==> src/rtl/ram_arbiter_if.sv <==
// Bundles the requester handshakes and the RAM port of ram_arbiter.
//   slave  : arbiter side (takes requests, drives ACK/RDATA/BUSY and the RAM controls)
//   master : environment side (two requesters plus the RAM read path)
// Signals: req/we/addr/wdata per requester in; ack/rdata per requester out;
//          busy; ram_address/ram_data_in/ram_opcode out; ram_data_out in.
interface ram_arbiter_if #(
  parameter int unsigned AW = 4,
  parameter int unsigned DW = 8
);
  logic          req_0;
  logic          req_1;
  logic          we_0;
  logic          we_1;
  logic [AW-1:0] addr_0;
  logic [AW-1:0] addr_1;
  logic [DW-1:0] wdata_0;
  logic [DW-1:0] wdata_1;
  logic          ack_0;
  logic          ack_1;
  logic [DW-1:0] rdata_0;
  logic [DW-1:0] rdata_1;
  logic          busy;
  logic [AW-1:0] ram_address;
  logic [DW-1:0] ram_data_in;
  logic          ram_opcode;
  logic [DW-1:0] ram_data_out;

  modport slave (
    input  req_0, req_1, we_0, we_1, addr_0, addr_1, wdata_0, wdata_1, ram_data_out,
    output ack_0, ack_1, rdata_0, rdata_1, busy, ram_address, ram_data_in, ram_opcode
  );

  modport master (
    output req_0, req_1, we_0, we_1, addr_0, addr_1, wdata_0, wdata_1, ram_data_out,
    input  ack_0, ack_1, rdata_0, rdata_1, busy, ram_address, ram_data_in, ram_opcode
  );
endinterface

==> src/rtl/ram_arbiter.sv <==
// Two-requester round-robin arbiter in front of a single-port register RAM.
// Each transaction takes IDLE -> ACCESS -> DONE (one cycle each); the winner's
// ACK pulses in DONE and read data is captured at the ACCESS->DONE edge.
// Ports:
//   clk   : clock, all state on rising edge
//   rst_n : asynchronous active-low reset
//   bus   : ram_arbiter_if.slave (requester handshakes and RAM port)
// All outputs are registered.
module ram_arbiter #(
  parameter int unsigned AW = 4,
  parameter int unsigned DW = 8
) (
  input logic           clk,
  input logic           rst_n,
  ram_arbiter_if.slave  bus
);

  typedef enum logic [1:0] {StIdle, StAccess, StDone} state_e;

  state_e        state_q;
  logic          winner_q;   // requester of the transaction in flight
  logic          last_q;     // requester served most recently
  logic          we_q;
  logic [AW-1:0] addr_q;
  logic [DW-1:0] wdata_q;
  logic          opcode_q;
  logic          busy_q;
  logic          ack_0_q;
  logic          ack_1_q;
  logic [DW-1:0] rdata_0_q;
  logic [DW-1:0] rdata_1_q;

  logic          grant_1;
  logic          sel_we;
  logic [AW-1:0] sel_addr;
  logic [DW-1:0] sel_wdata;

  // Requester 1 wins when alone, or on a tie when requester 0 was served last.
  always_comb begin
    grant_1   = bus.req_1 && (!bus.req_0 || !last_q);
    sel_we    = grant_1 ? bus.we_1    : bus.we_0;
    sel_addr  = grant_1 ? bus.addr_1  : bus.addr_0;
    sel_wdata = grant_1 ? bus.wdata_1 : bus.wdata_0;
  end

  always_ff @(posedge clk or negedge rst_n) begin
    if (!rst_n) begin
      state_q   <= StIdle;
      winner_q  <= 1'b0;
      last_q    <= 1'b1;
      we_q      <= 1'b0;
      addr_q    <= '0;
      wdata_q   <= '0;
      opcode_q  <= 1'b0;
      busy_q    <= 1'b0;
      ack_0_q   <= 1'b0;
      ack_1_q   <= 1'b0;
      rdata_0_q <= '0;
      rdata_1_q <= '0;
    end else begin
      unique case (state_q)
        StIdle: begin
          if (bus.req_0 || bus.req_1) begin
            winner_q <= grant_1;
            we_q     <= sel_we;
            addr_q   <= sel_addr;
            wdata_q  <= sel_wdata;
            opcode_q <= sel_we;
            busy_q   <= 1'b1;
            state_q  <= StAccess;
          end
        end
        StAccess: begin
          opcode_q <= 1'b0;
          if (!we_q) begin
            if (winner_q) rdata_1_q <= bus.ram_data_out;
            else          rdata_0_q <= bus.ram_data_out;
          end
          ack_0_q <= !winner_q;
          ack_1_q <= winner_q;
          state_q <= StDone;
        end
        StDone: begin
          ack_0_q <= 1'b0;
          ack_1_q <= 1'b0;
          busy_q  <= 1'b0;
          last_q  <= winner_q;
          state_q <= StIdle;
        end
        default: state_q <= StIdle;
      endcase
    end
  end

  assign bus.ack_0       = ack_0_q;
  assign bus.ack_1       = ack_1_q;
  assign bus.rdata_0     = rdata_0_q;
  assign bus.rdata_1     = rdata_1_q;
  assign bus.busy        = busy_q;
  assign bus.ram_address = addr_q;
  assign bus.ram_data_in = wdata_q;
  assign bus.ram_opcode  = opcode_q;

endmodule

==> src/flat_wrapper.sv <==
// flat-port wrapper written by rule: the top's interface ports become plain ports
module ram_arbiter_flat 
#(
  parameter int unsigned AW = 4,
  parameter int unsigned DW = 8
)
  (clk, rst_n, bus_req_0, bus_req_1, bus_we_0, bus_we_1, bus_addr_0, bus_addr_1, bus_wdata_0, bus_wdata_1, bus_ram_data_out, bus_ack_0, bus_ack_1, bus_rdata_0, bus_rdata_1, bus_busy, bus_ram_address, bus_ram_data_in, bus_ram_opcode);
  ram_arbiter_if #(.AW(AW), .DW(DW)) bus_i ();
  input logic clk;
  input logic rst_n;
  input wire logic [$bits(bus_i.req_0)-1:0] bus_req_0;
  input wire logic [$bits(bus_i.req_1)-1:0] bus_req_1;
  input wire logic [$bits(bus_i.we_0)-1:0] bus_we_0;
  input wire logic [$bits(bus_i.we_1)-1:0] bus_we_1;
  input wire logic [$bits(bus_i.addr_0)-1:0] bus_addr_0;
  input wire logic [$bits(bus_i.addr_1)-1:0] bus_addr_1;
  input wire logic [$bits(bus_i.wdata_0)-1:0] bus_wdata_0;
  input wire logic [$bits(bus_i.wdata_1)-1:0] bus_wdata_1;
  input wire logic [$bits(bus_i.ram_data_out)-1:0] bus_ram_data_out;
  output wire logic [$bits(bus_i.ack_0)-1:0] bus_ack_0;
  output wire logic [$bits(bus_i.ack_1)-1:0] bus_ack_1;
  output wire logic [$bits(bus_i.rdata_0)-1:0] bus_rdata_0;
  output wire logic [$bits(bus_i.rdata_1)-1:0] bus_rdata_1;
  output wire logic [$bits(bus_i.busy)-1:0] bus_busy;
  output wire logic [$bits(bus_i.ram_address)-1:0] bus_ram_address;
  output wire logic [$bits(bus_i.ram_data_in)-1:0] bus_ram_data_in;
  output wire logic [$bits(bus_i.ram_opcode)-1:0] bus_ram_opcode;
  assign bus_i.req_0 = bus_req_0;
  assign bus_i.req_1 = bus_req_1;
  assign bus_i.we_0 = bus_we_0;
  assign bus_i.we_1 = bus_we_1;
  assign bus_i.addr_0 = bus_addr_0;
  assign bus_i.addr_1 = bus_addr_1;
  assign bus_i.wdata_0 = bus_wdata_0;
  assign bus_i.wdata_1 = bus_wdata_1;
  assign bus_i.ram_data_out = bus_ram_data_out;
  assign bus_ack_0 = bus_i.ack_0;
  assign bus_ack_1 = bus_i.ack_1;
  assign bus_rdata_0 = bus_i.rdata_0;
  assign bus_rdata_1 = bus_i.rdata_1;
  assign bus_busy = bus_i.busy;
  assign bus_ram_address = bus_i.ram_address;
  assign bus_ram_data_in = bus_i.ram_data_in;
  assign bus_ram_opcode = bus_i.ram_opcode;
  ram_arbiter #(.AW(AW), .DW(DW)) u_core (.clk(clk), .rst_n(rst_n), .bus(bus_i));
endmodule
==> config.mk <==
export PLATFORM = sky130hd
export DESIGN_NAME = ram_arbiter_flat
export DESIGN_NICKNAME = d
export VERILOG_FILES = /design/src/rtl/ram_arbiter_if.sv /design/src/rtl/ram_arbiter.sv /design/src/flat_wrapper.sv
export SDC_FILE = /design/constraint.sdc
export NUM_CORES = 1
export LEC_CHECK = 0
export CORE_MARGIN = 4
export CORE_UTILIZATION = 42
export DETAILED_ROUTE_END_ITERATION = 6
export PLACE_DENSITY_LB_ADDON = 0.25
export SYNTH_ARGS = -nofsm -noshare
export SYNTH_HDL_FRONTEND = slang
export SYNTH_SLANG_ARGS = --single-unit
==> constraint.sdc <==
create_clock -name clk -period 1.9 [get_ports clk]
set_input_delay 0.38 -clock clk [delete_from_list [all_inputs] [get_ports clk]]
set_output_delay 0.38 -clock clk [all_outputs]
set_load 0.03 [all_outputs]
# After elaboration in Yosys (flattened, before gate mapping)
# Cells that the tools add are included.
[word_totals]
inputBits = 38
output_inout_bits = 32
ff_bits = 37
[classes]
n_eq_ne = 3
n_reduce_logical = 15
muxes = 11
n_bitwise = 2
[ops]
columns = ["op", "count"]
rows = [
  ["$mux 8", 1],
  ["$pmux 1 s2", 4],
  ["$reduce_and 2->1", 3],
  ["$reduce_and 3->1", 2],
  ["$reduce_bool 2->1", 3],
  ["$mux 4", 1],
  ["$pmux 2 s2", 1],
  ["$logic_not 1->1", 3],
  ["$mux 1", 3],
  ["$eq 2x1->1 const B", 1],
  ["$eq 2x2->1 const B", 1],
  ["$logic_not 2->1", 1],
  ["$logic_or 1x1->1", 2],
  ["$mux 2", 1],
  ["$ne 2x1->1 const B", 1],
  ["$not 1->1", 2],
  ["$logic_and 1x1->1", 1],
]

# Longest topological paths before layout
# Gate-level depths: netlist (run 1).
[logic_depth]
ltp_word = 6
mapped_depth = 7

# Least setup slack after synthesis (run 1)
# OpenSTA, ideal clock, no wires.
[synth_timing]
path_type = "register -> register"
startpoint = "reg u_core.state_q[1]"
endpoint = "reg u_core.rdata_0_q[0], in the netlist u_core.bus.rdata_0[0]"
setup_slack_ns = 0.401
n_path_buf = 0
required_time_ns = 1.775
setup_time_ns = 0.125
stages_incl_launch_ff = 5
arrival_ns = 1.374
cell_sequence = "dfrtp_1 -> inv_1 -> ha_1 -> nor3b_4 -> mux2_2"
[synth_between]
elab_chain_len = 2
[synth_rtl]
columns = ["item", "line", "text"]
rows = [
  ["from (decl)", "ram_arbiter.sv:20", "state_e state_q;"],
  ["from (signal assigned)", "ram_arbiter.sv:48", "state_q <= StIdle;"],
  ["from (signal assigned)", "ram_arbiter.sv:70", "state_q <= StAccess;"],
  ["from (signal assigned)", "ram_arbiter.sv:81", "state_q <= StDone;"],
  ["$eq 2x1->1", "ram_arbiter.sv:61", "unique case (state_q)"],
  ["$reduce_and 3->1 (no line)", "n/a", ""],
  ["to (signal assigned)", "ram_arbiter.sv:77", "else rdata_0_q <= bus.ram_data_out;"],
  ["to (decl)", "ram_arbiter.sv:30", "logic [DW-1:0] rdata_0_q;"],
]
# No other way between the ends.
# A chain may end at the register's enable or synchronous reset.

# Worst setup path after layout (run 1)
[layout_timing]
startpoint = "reg u_core.opcode_q, in the netlist u_core.bus.ram_opcode"
endpoint = "out bus_ram_opcode"
[layout_lines]
columns = ["item", "line", "text"]
rows = [
  ["from (decl)", "ram_arbiter.sv:26", "logic opcode_q;"],
  ["from (signal assigned)", "ram_arbiter.sv:68", "opcode_q <= sel_we;"],
  ["to (decl)", "flat_wrapper.sv:27", "output wire logic [$bits(bus_i.ram_opcode)-1:0] bus_ram_opcode;"],
]
# No word-level cell between the ends.

==> impl_results.md, run 1 <==
- Yosys cell types: 23
- Synth cell count leaders: 36 x dfrtp_1, 25 x a21oi_1, 20 x mux2_2
- WL/cell: 15.0 um
- Instance area at placement: 0.00237 mm2
- Switching power: 1830 uW
- Crit path depth: 1
- Final WS setup: 0.173 ns
- IO Port Bufs: 69
- Clk_skew: 0.00319 ns
- CP Launch Point: u_core.bus.ram_opcode
- Reg-to-reg endpoint: u_core.bus.rdata_0[1]
- Fmax: 579 MHz
- FF-to-FF Start: u_core.state_q[1]
- Die X: 70.1 um
- Outcome: finished clean
- Arrival @ worst endpoint: 1.35 ns
- Worst slew pin tran: 0.894 ns
- Count of pins over their slew limit: 0
- Cell row count: 22
- Area contributors post-synth: dfrtp_1 56%, mux2_2 14%, a21oi_1 7.7%
- Async set-or-reset flop fraction in the synthesized netlist: 100%
- Worst-path cell chain: clkdlybuf4s50_1
- Pwr Density: 1810 mW/mm2
- Max Cap Violations: 0
- Filler cell count: 301
- Grt peak-use layer: met2
- Startpoint types: flip-flop
- VDD IR-drop max: 0.851 mV
- Seq/Total Area, Yosys: 57.3%
- GR met3 Demand/Resource: 8.63%
- Grt met1 use: 17.4%
- CP top delay family: buffers and inverters
- Starting DRT DRC Count: 44
- Hpwl dp: 3030 um
- TNS Setup: 0 ns
- Share of cells above drive strength 1: 18.5%
- CP Class: flip-flop to output pin
- Die Span Y: 70.1 um
- TritonRoute pass-1 iters: 4
- Setup crit end kind: output pin
- FF-to-FF path depth: 4
- Sink Count: 37
- Clock Pin Slew Worst Setup and Hold Paths: 0.07 ns
- Top-count cell post-synth: dfrtp_1
- Setup Fix Bufs, Post-CTS: 0
- Crit path capture: bus_ram_opcode
- Gpl congestion: 0.812
- EDFF count, synth: 0
- DP Cell Count: 256
- Syn-to-layout area delta: 52.8%
- R2R Setup Slk: 0.17 ns
- Initial Util: 43.9%
- First-pass GRT wire length: 6710 um
- Final instance area: 0.00247 mm2
- Clock network fraction of total power: 12.9%
- WP data required: 1.52 ns
- CTS tree: done
- Synthesized Nets: 182
- Via count: 1,312
- Antenna Cells: 0
- Antenna-violating nets left: 0
- Post-CTS resize count: 0
- Slowest-stage cell, CP: clkdlybuf4s50_1
- Synth Warn #: 0
- Dominant cell type by area after synthesis: dfrtp_1
- Worst skew pair latency: 0.28 ns
- Syn Area/Cell: 11.6 um2
- Pleak: 0.00105 uW
- Largest stage delay on the critical path: 0.69 ns
- H-Tree Depth: 2
- Clock tree buffer depth: 2
- Register bit total from synthesis: 37
- Antenna violations before repair: 0
- Setup WS pre-CTS: -0.0384 ns
- # nets final: 258
- Critical-path maximum fanout: 3
- GRT Total Usage: 17.1%
- Seq pwr share: 32.5%
- Num ports: 70
- Power share of the combinational group: 54.6%
- Switching Share: 40.9%
- Vias in the first global route: 1,475
- Worst hold slack: 0.136 ns
- Overflow after GRT: 0
- RSZ-0062 raised after global routing: no
- Vias/cell: 4.97
- Non-Filler Instances: 264
- Count of buffer and inverter cells on the critical path: 1
- Remaining routing DRC violations: 0
- TritonCTS buffer count: 5
- Final setup fails: 0
- Top cell type's share of synthesized area: 55.7%
- Met2 Use GR: 30.4%
- Worst hold path class: input pin to asynchronous set/reset pin
- Minimum clock period: 1.73 ns
- Int Pwr: 2640 uW
- Mapped Area: 0.00162 mm2
- Final WL: 3960 um
- Die footprint: 0.00491 mm2
- Period Utilization, post-route: 90.9%
- Post-Syn Instances: 139
- Max-slew headroom: 40.0%
- Final Hold Fails: 0
- Core Footprint: 0.00369 mm2
- Main synth FF type: dfrtp_1
- CTS Root Buffer Type: clkbuf_8
- Hold_buf cts: 0
- Largest net degree at the start of global routing: 38
cell families (layout without fill, tap and decap cells):
kind of cell	after synthesis	count (layout)	share of synthesized area, %
flops	37	37	57.3
simple gates	35	35	10.3
compound gates	34	34	12.1
mux	20	20	13.9
buf+inv	8	85	2.55
fa+ha+maj	5	5	3.87
sequential cells by signal, summed over array words and instances, names as in the netlist, 2 cells and up:
| name | count |
|---|---|
| u_core.bus.ram_address | 4 |
| u_core.bus.rdata_1 | 8 |
| u_core.bus.rdata_0 | 8 |
| u_core.state_q | 2 |
| u_core.bus.ram_data_in | 8 |
worst min path at each step:
stage / endpoint / start
6_report: u_core.bus.rdata_1[1] / rst_n
5_1_grt: u_core.bus.rdata_1[2] / rst_n
4_1_cts: u_core.bus.rdata_1[1] / rst_n
3_5_place_dp: u_core.bus.rdata_1[1] / rst_n
3_3_place_gp: u_core.bus.ack_1 / rst_n
2_1_floorplan: u_core.bus.ack_0 / rst_n
power by group through the flow:
stage / combinational [uW] / clock (uW) / sequential, uW
after floorplan: 802 / 0 / 2120
after global placement: 2400 / 0 / 1440
after detailed placement: 2470 / 0 / 1470
after CTS: 2470 / 601 / 1460
after global routing: 2610 / 642 / 1500
final: 2440 / 579 / 1450
placed cells by master (no fill, tap or decap), drive strengths merged, types with 2 or more instances in the layout:
cell type	Yosys	final
buf	5	6
mux2	20	20
nand3b	2	2
o21ai	2	2
nor3b	2	2
clkdlybuf4s50	0	68
nor2	15	15
ha	5	5
inv	3	3
a21oi	25	25
clkbuf	0	7
dfrtp	36	36
nand2	16	16
per-layer routing:
metal | vias up | share of wire [%]
li1 | 628 | -
met1 | 623 | 38
met2 | 59 | 51
met3 | 2 | 10
met4 | 0 | 0.43
met5 | - | 0
cell type report:
type	count	area, um2	share of cell area, %
flip-flops and latches	37	927	37.5
repair buffers	74	723	29.3
multi-input cells	94	649	26.3
clock buffers	7	96.3	3.90
well taps	48	60.1	2.43
inverters	3	11.3	0.455
clock inverters	1	5.00	0.202
stage by stage:
stage                     power [uW]  utilization [%]
after detailed placement        3930             64.3
after floorplan                 2920                -
after CTS                       4530             67.0
after global placement          3830             64.3
final                           4480             67.0
after global routing            4760             67.0
Power figures use the tool's default switching activity.
==> run 2, diff against run 1 <==
--- a/config.mk
+++ b/config.mk
@@ -8,7 +8,9 @@
 export CORE_MARGIN = 4
 export CORE_UTILIZATION = 42
 export DETAILED_ROUTE_END_ITERATION = 6
+export MAX_ROUTING_LAYER = met4
 export PLACE_DENSITY_LB_ADDON = 0.25
 export SYNTH_ARGS = -nofsm -noshare
 export SYNTH_HDL_FRONTEND = slang
 export SYNTH_SLANG_ARGS = --single-unit
+export TNS_END_PERCENT = 5
==> run 2 against run 1 <==
  * First-iteration DRC count unchanged
  * Routed wire length grew 0.28%
  * Die area unchanged
  * Clock skew hardly changed
  * Sequential share of layout area stayed put
  * Global-route usage grew 0.51 points
  * Critical path depth unchanged
  * Sequential power about the same
==> impl_results.md, run 2 (synthesis results as in run 1) <==
- Outcome: finished clean (unchanged)
- GR met3 Demand/Resource: 7.48% (was 8.63%)
- Overflow after GRT: 0 (unchanged)
- Count of pins over their slew limit: 0 (unchanged)
- First-pass GRT wire length: 6710 um (unchanged)
- Setup Fix Bufs, Post-CTS: 0 (unchanged)
- Worst hold path class: input pin to asynchronous set/reset pin (unchanged)
- Setup WS pre-CTS: -0.0384 ns (unchanged)
- Vias/cell: 5.04 (was 4.97)
- H-Tree Depth: 2 (unchanged)
- Worst-path cell chain: clkdlybuf4s50_1 (unchanged)
- Largest stage delay on the critical path: 0.69 ns (about the same)
- Sink Count: 37 (unchanged)
- CP top delay family: buffers and inverters (unchanged)
- Post-CTS resize count: 0 (unchanged)
- RSZ-0062 raised after global routing: no (unchanged)
- Via count: 1,331 (was 1,312)
- Final WL: 3970 um (was 3960 um)
- Final instance area: 0.00247 mm2 (unchanged)
- Pwr Density: 1810 mW/mm2 (about the same)
- Instance area at placement: 0.00237 mm2 (unchanged)
- # nets final: 258 (unchanged)
- WP data required: 1.52 ns (about the same)
- Syn-to-layout area delta: 52.8% (unchanged)
- Most common cell after layout, fill and taps aside: clkdlybuf4s50_1 (unchanged)
- Grt met1 use: 18.4% (was 17.4%)
- Starting DRT DRC Count: 44 (unchanged)
- Die Span Y: 70.1 um (unchanged)
- Period Utilization, post-route: 90.9% (about the same)
- Vias in the first global route: 1,468 (was 1,475)
- TritonCTS buffer count: 5 (unchanged)
- Gpl congestion: 0.824 (was 0.812)
- Final setup fails: 0 (unchanged)
- Critical-path maximum fanout: 3 (unchanged)
- Commonest non-fill, non-tap cells in the layout: 68 x clkdlybuf4s50_1, 36 x dfrtp_1, 25 x a21oi_1 (unchanged)
- CTS tree: done (unchanged)
- Clock tree buffer depth: 2 (unchanged)
- Max-slew headroom: 40.6% (was 40.0%)
- Num ports: 70 (unchanged)
- Initial Util: 43.9% (unchanged)
- Largest net degree at the start of global routing: 38 (unchanged)
- Fmax: 579 MHz (about the same)
- Met2 Use GR: 30.2% (was 30.4%)
- Startpoint types: flip-flop (unchanged)
- Worst skew pair latency: 0.28 ns (about the same)
- Antenna-violating nets left: 0 (unchanged)
- Grt peak-use layer: met2 (unchanged)
- VDD IR-drop max: 0.850 mV (was 0.851 mV)
- Pleak: 0.00105 uW (unchanged)
- GRT Total Usage: 17.6% (was 17.1%)
- Core Footprint: 0.00369 mm2 (unchanged)
- Antenna Cells: 0 (unchanged)
- Count of buffer and inverter cells on the critical path: 1 (unchanged)
- Hpwl dp: 3030 um (unchanged)
- WL/cell: 15.0 um (about the same)
- Die footprint: 0.00491 mm2 (unchanged)
- Filler cell count: 301 (unchanged)
- Antenna violations before repair: 0 (unchanged)
- CTS Root Buffer Type: clkbuf_8 (unchanged)
- Worst slew pin tran: 0.885 ns (was 0.894 ns)
- Total power: 4480 uW (about the same)
- Die X: 70.1 um (unchanged)
- Worst hold slack: 0.135 ns (was 0.136 ns)
- Arrival @ worst endpoint: 1.35 ns (about the same)
- Minimum clock period: 1.73 ns (about the same)
- IO Port Bufs: 69 (unchanged)
- Remaining routing DRC violations: 0 (unchanged)
- Share of cells above drive strength 1: 18.5% (unchanged)
- Clock Pin Slew Worst Setup and Hold Paths: 0.07 ns (about the same)
- Final WS setup: 0.173 ns (about the same)
- Cell row count: 22 (unchanged)
- Multi-input combinational cell area: 649 um2 (unchanged)
- Final Hold Fails: 0 (unchanged)
- CP Class: flip-flop to output pin (unchanged)
- Max Cap Violations: 0 (unchanged)
- Sequential cell area: 927 um2 (unchanged)
- Hold_buf cts: 0 (unchanged)
- TritonRoute pass-1 iters: 4 (unchanged)
- R2R Setup Slk: 0.17 ns (about the same)
- Setup crit end kind: output pin (unchanged)
- Slowest-stage cell, CP: clkdlybuf4s50_1 (unchanged)
- Clk_skew: 0.00338 ns (was 0.00319 ns)
run 2: cell counts in the layout (fill, tap and decap cells not counted):
No cell type changed its count.
run 2: path summary, 6_finish.rpt:
| check | start | endpoint | cells past startpoint |
|---|---|---|---|
| min | rst_n | u_core.bus.rdata_1[1] | 2 |
| max in group asynchronous | rst_n | u_core.last_q | 2 |
| min in group clk | u_core.bus.rdata_1[2] | u_core.bus.rdata_1[2] | 1 |
| min reg2reg | u_core.bus.rdata_1[2] | u_core.bus.rdata_1[2] | 1 |
| max | u_core.bus.ram_opcode | bus_ram_opcode | 1 |
| max reg2reg | u_core.state_q[1] | u_core.bus.rdata_0[1] | 4 |
run 2: layer usage:
| layer | share of wire, % | routed length, um |
|---|---|---|
| met4 | 0.43 | 17 |
| met1 | 40 | 1570 |
| met5 | 0 | 0 |
| met2 | 51 | 2030 |
| met3 | 8.8 | 349 |
run 2: layout make-up:
type	count	share of cell area, %
clock buffers	7	3.90
clock inverters	1	0.202
inverters	3	0.455
multi-input cells	94	26.3
flip-flops and latches	37	37.5
well taps	48	2.43
repair buffers	74	29.3
run 2: through the flow:
| stage | cells | util, % | setup TNS [ns] |
|---|---|---|---|
| after CTS | 264 | 67.0 | 0 |
| after global routing | 264 | 67.0 | 0 |
| after global placement | 256 | 64.3 | 0 |
| final | 264 | 67.0 | 0 |
| after floorplan | 139 | - | 0 |
| after detailed placement | 256 | 64.3 | -0.103 |
run 2: report_power, final:
group / switching (uW) / leakage (uW) / internal (uW) / total (uW)
logic: 1330 / 0.000568 / 1120 / 2440
registers: 253 / 0.000429 / 1200 / 1450
clock network: 255 / 0.0000542 / 327 / 583
total: 1840 / 0.00105 / 2640 / 4480
==> RTL change (config.mk and constraints of run 2) <==
Reset style: synchronous (`rst_n`), changed in one clocked block. Comments in the files are not updated.
--- a/src/rtl/ram_arbiter.sv
+++ b/src/rtl/ram_arbiter.sv
@@ -44,5 +44,5 @@
   end
 
-  always_ff @(posedge clk or negedge rst_n) begin
+  always_ff @(posedge clk) begin
     if (!rst_n) begin
       state_q   <= StIdle;
Behaviour: differs if rst_n is asserted again (counterexample within 4 cycles, from zero or initial values and one cycle with rst_n low); with rst_n held inactive, the same outputs for 10 cycles.
==> RTL change against run 2 <==
Cell area down 3.0%. Setup slack better by 0.038 ns. Cell count up 9.1%. First-iteration DRC count rose to 2.5 times the old value. Wire length down 6.3%. Area after synthesis down 3.9%. Sequential cell count unchanged. Critical endpoint is now bus_ram_address[1].
Power is not compared: it rests on default switching activity, and its combinational part moved more than twofold at a synthesized area within 25%.
==> RTL change: results (changes against run 2) <==
| Metric | Value |
|---|---|
| Status | `finished clean` |
| First-pass GRT wire length | `5920 um (-12%)` |
| DRT iter0 DRCs | `111 (+150%)` |
| Worst-case reg-to-reg path depth | `5 (+1)` |
| R2R Path Start | `u_core.state_q[0]` |
| DR vias | `1390 (+4.4%)` |
| Area taken by multi-input logic gates | `737.0 um^2 (+13%)` |
| Unique masters post-synth | `26 (+13%)` |
| Total Routing Usage GR | `16.99% (-0.64 points)` |
| Gp weighted congestion | `0.7316 (-11%)` |
| Top cells by count, synth | `dfxtp_1, nand2_1, nor2_1` |
| HP Class | `flip-flop to flip-flop` |
| Detailed Route WL | `3719 um (-6.3%)` |
| Vias in the first global route | `1320 (-10%)` |
| Worst-path fanout max | `2 (-1)` |
| Crit path to | `bus_ram_address[1]` |
| Ranking of synthesized cells by area | `dfxtp_1, mux2i_1, nand2_1` |
| CP Launch Point | `u_core.bus.ram_address[1]` |
| Ys async rst share | `0% (-100 points)` |
| Placed Cells | `280 (+9.4%)` |
| R2r setup slk | `0.38 ns (+0.21 ns)` |
| Setup Skew | `0.01339 ns (+0.01001 ns)` |
| Syn avg cell area | `9.305 um^2 (-20%)` |
| Metal-1 WL | `1668 um (+6.4%)` |
| Dpl ws | `0.1333 ns (+0.1718 ns)` |
| Vias per Instance | `4.826 (-4.3%)` |
| Pin count of the biggest net entering global routing | `27 (-29%)` |
[RTL change: cell families (layout without fill, tap and decap cells)]
logic type,after synthesis,count (layout),share of synthesized area [%]
and+or+nand+nor,55,55,14.57
DFF,37,37,47.67
AOI/OAI and AO/OA,36,36,15.62
muxes,20,20,12.88
buffers and inverters,14,89,5.234
adders and majority gates,5,5,4.026
[RTL change: final cells by class]
class                   count  area share (%)
clock buffers               7           4.017
flip-flops and latches     37           30.88
inverters                   5          0.7825
clock inverters             1          0.2087
repair buffers             76           30.99
well taps                  46           2.400
multi-input cells         116           30.73
[RTL change: routing by layer]
layer	vias up	GRT usage, %
met1	630	20.50
li1	720	-
met2	38	27.18
met4	0	5.839
met3	2	4.862
met5	-	-
[RTL change: power by group through the flow]
stage               logic (uW)  clock network [uW]  registers, uW
detailed placement         642                   0            921
floorplan                  246                   0           1050
finish                     641                 593            904
CTS                        646                 599            904
global route               687                 636            915
global placement           637                   0            918
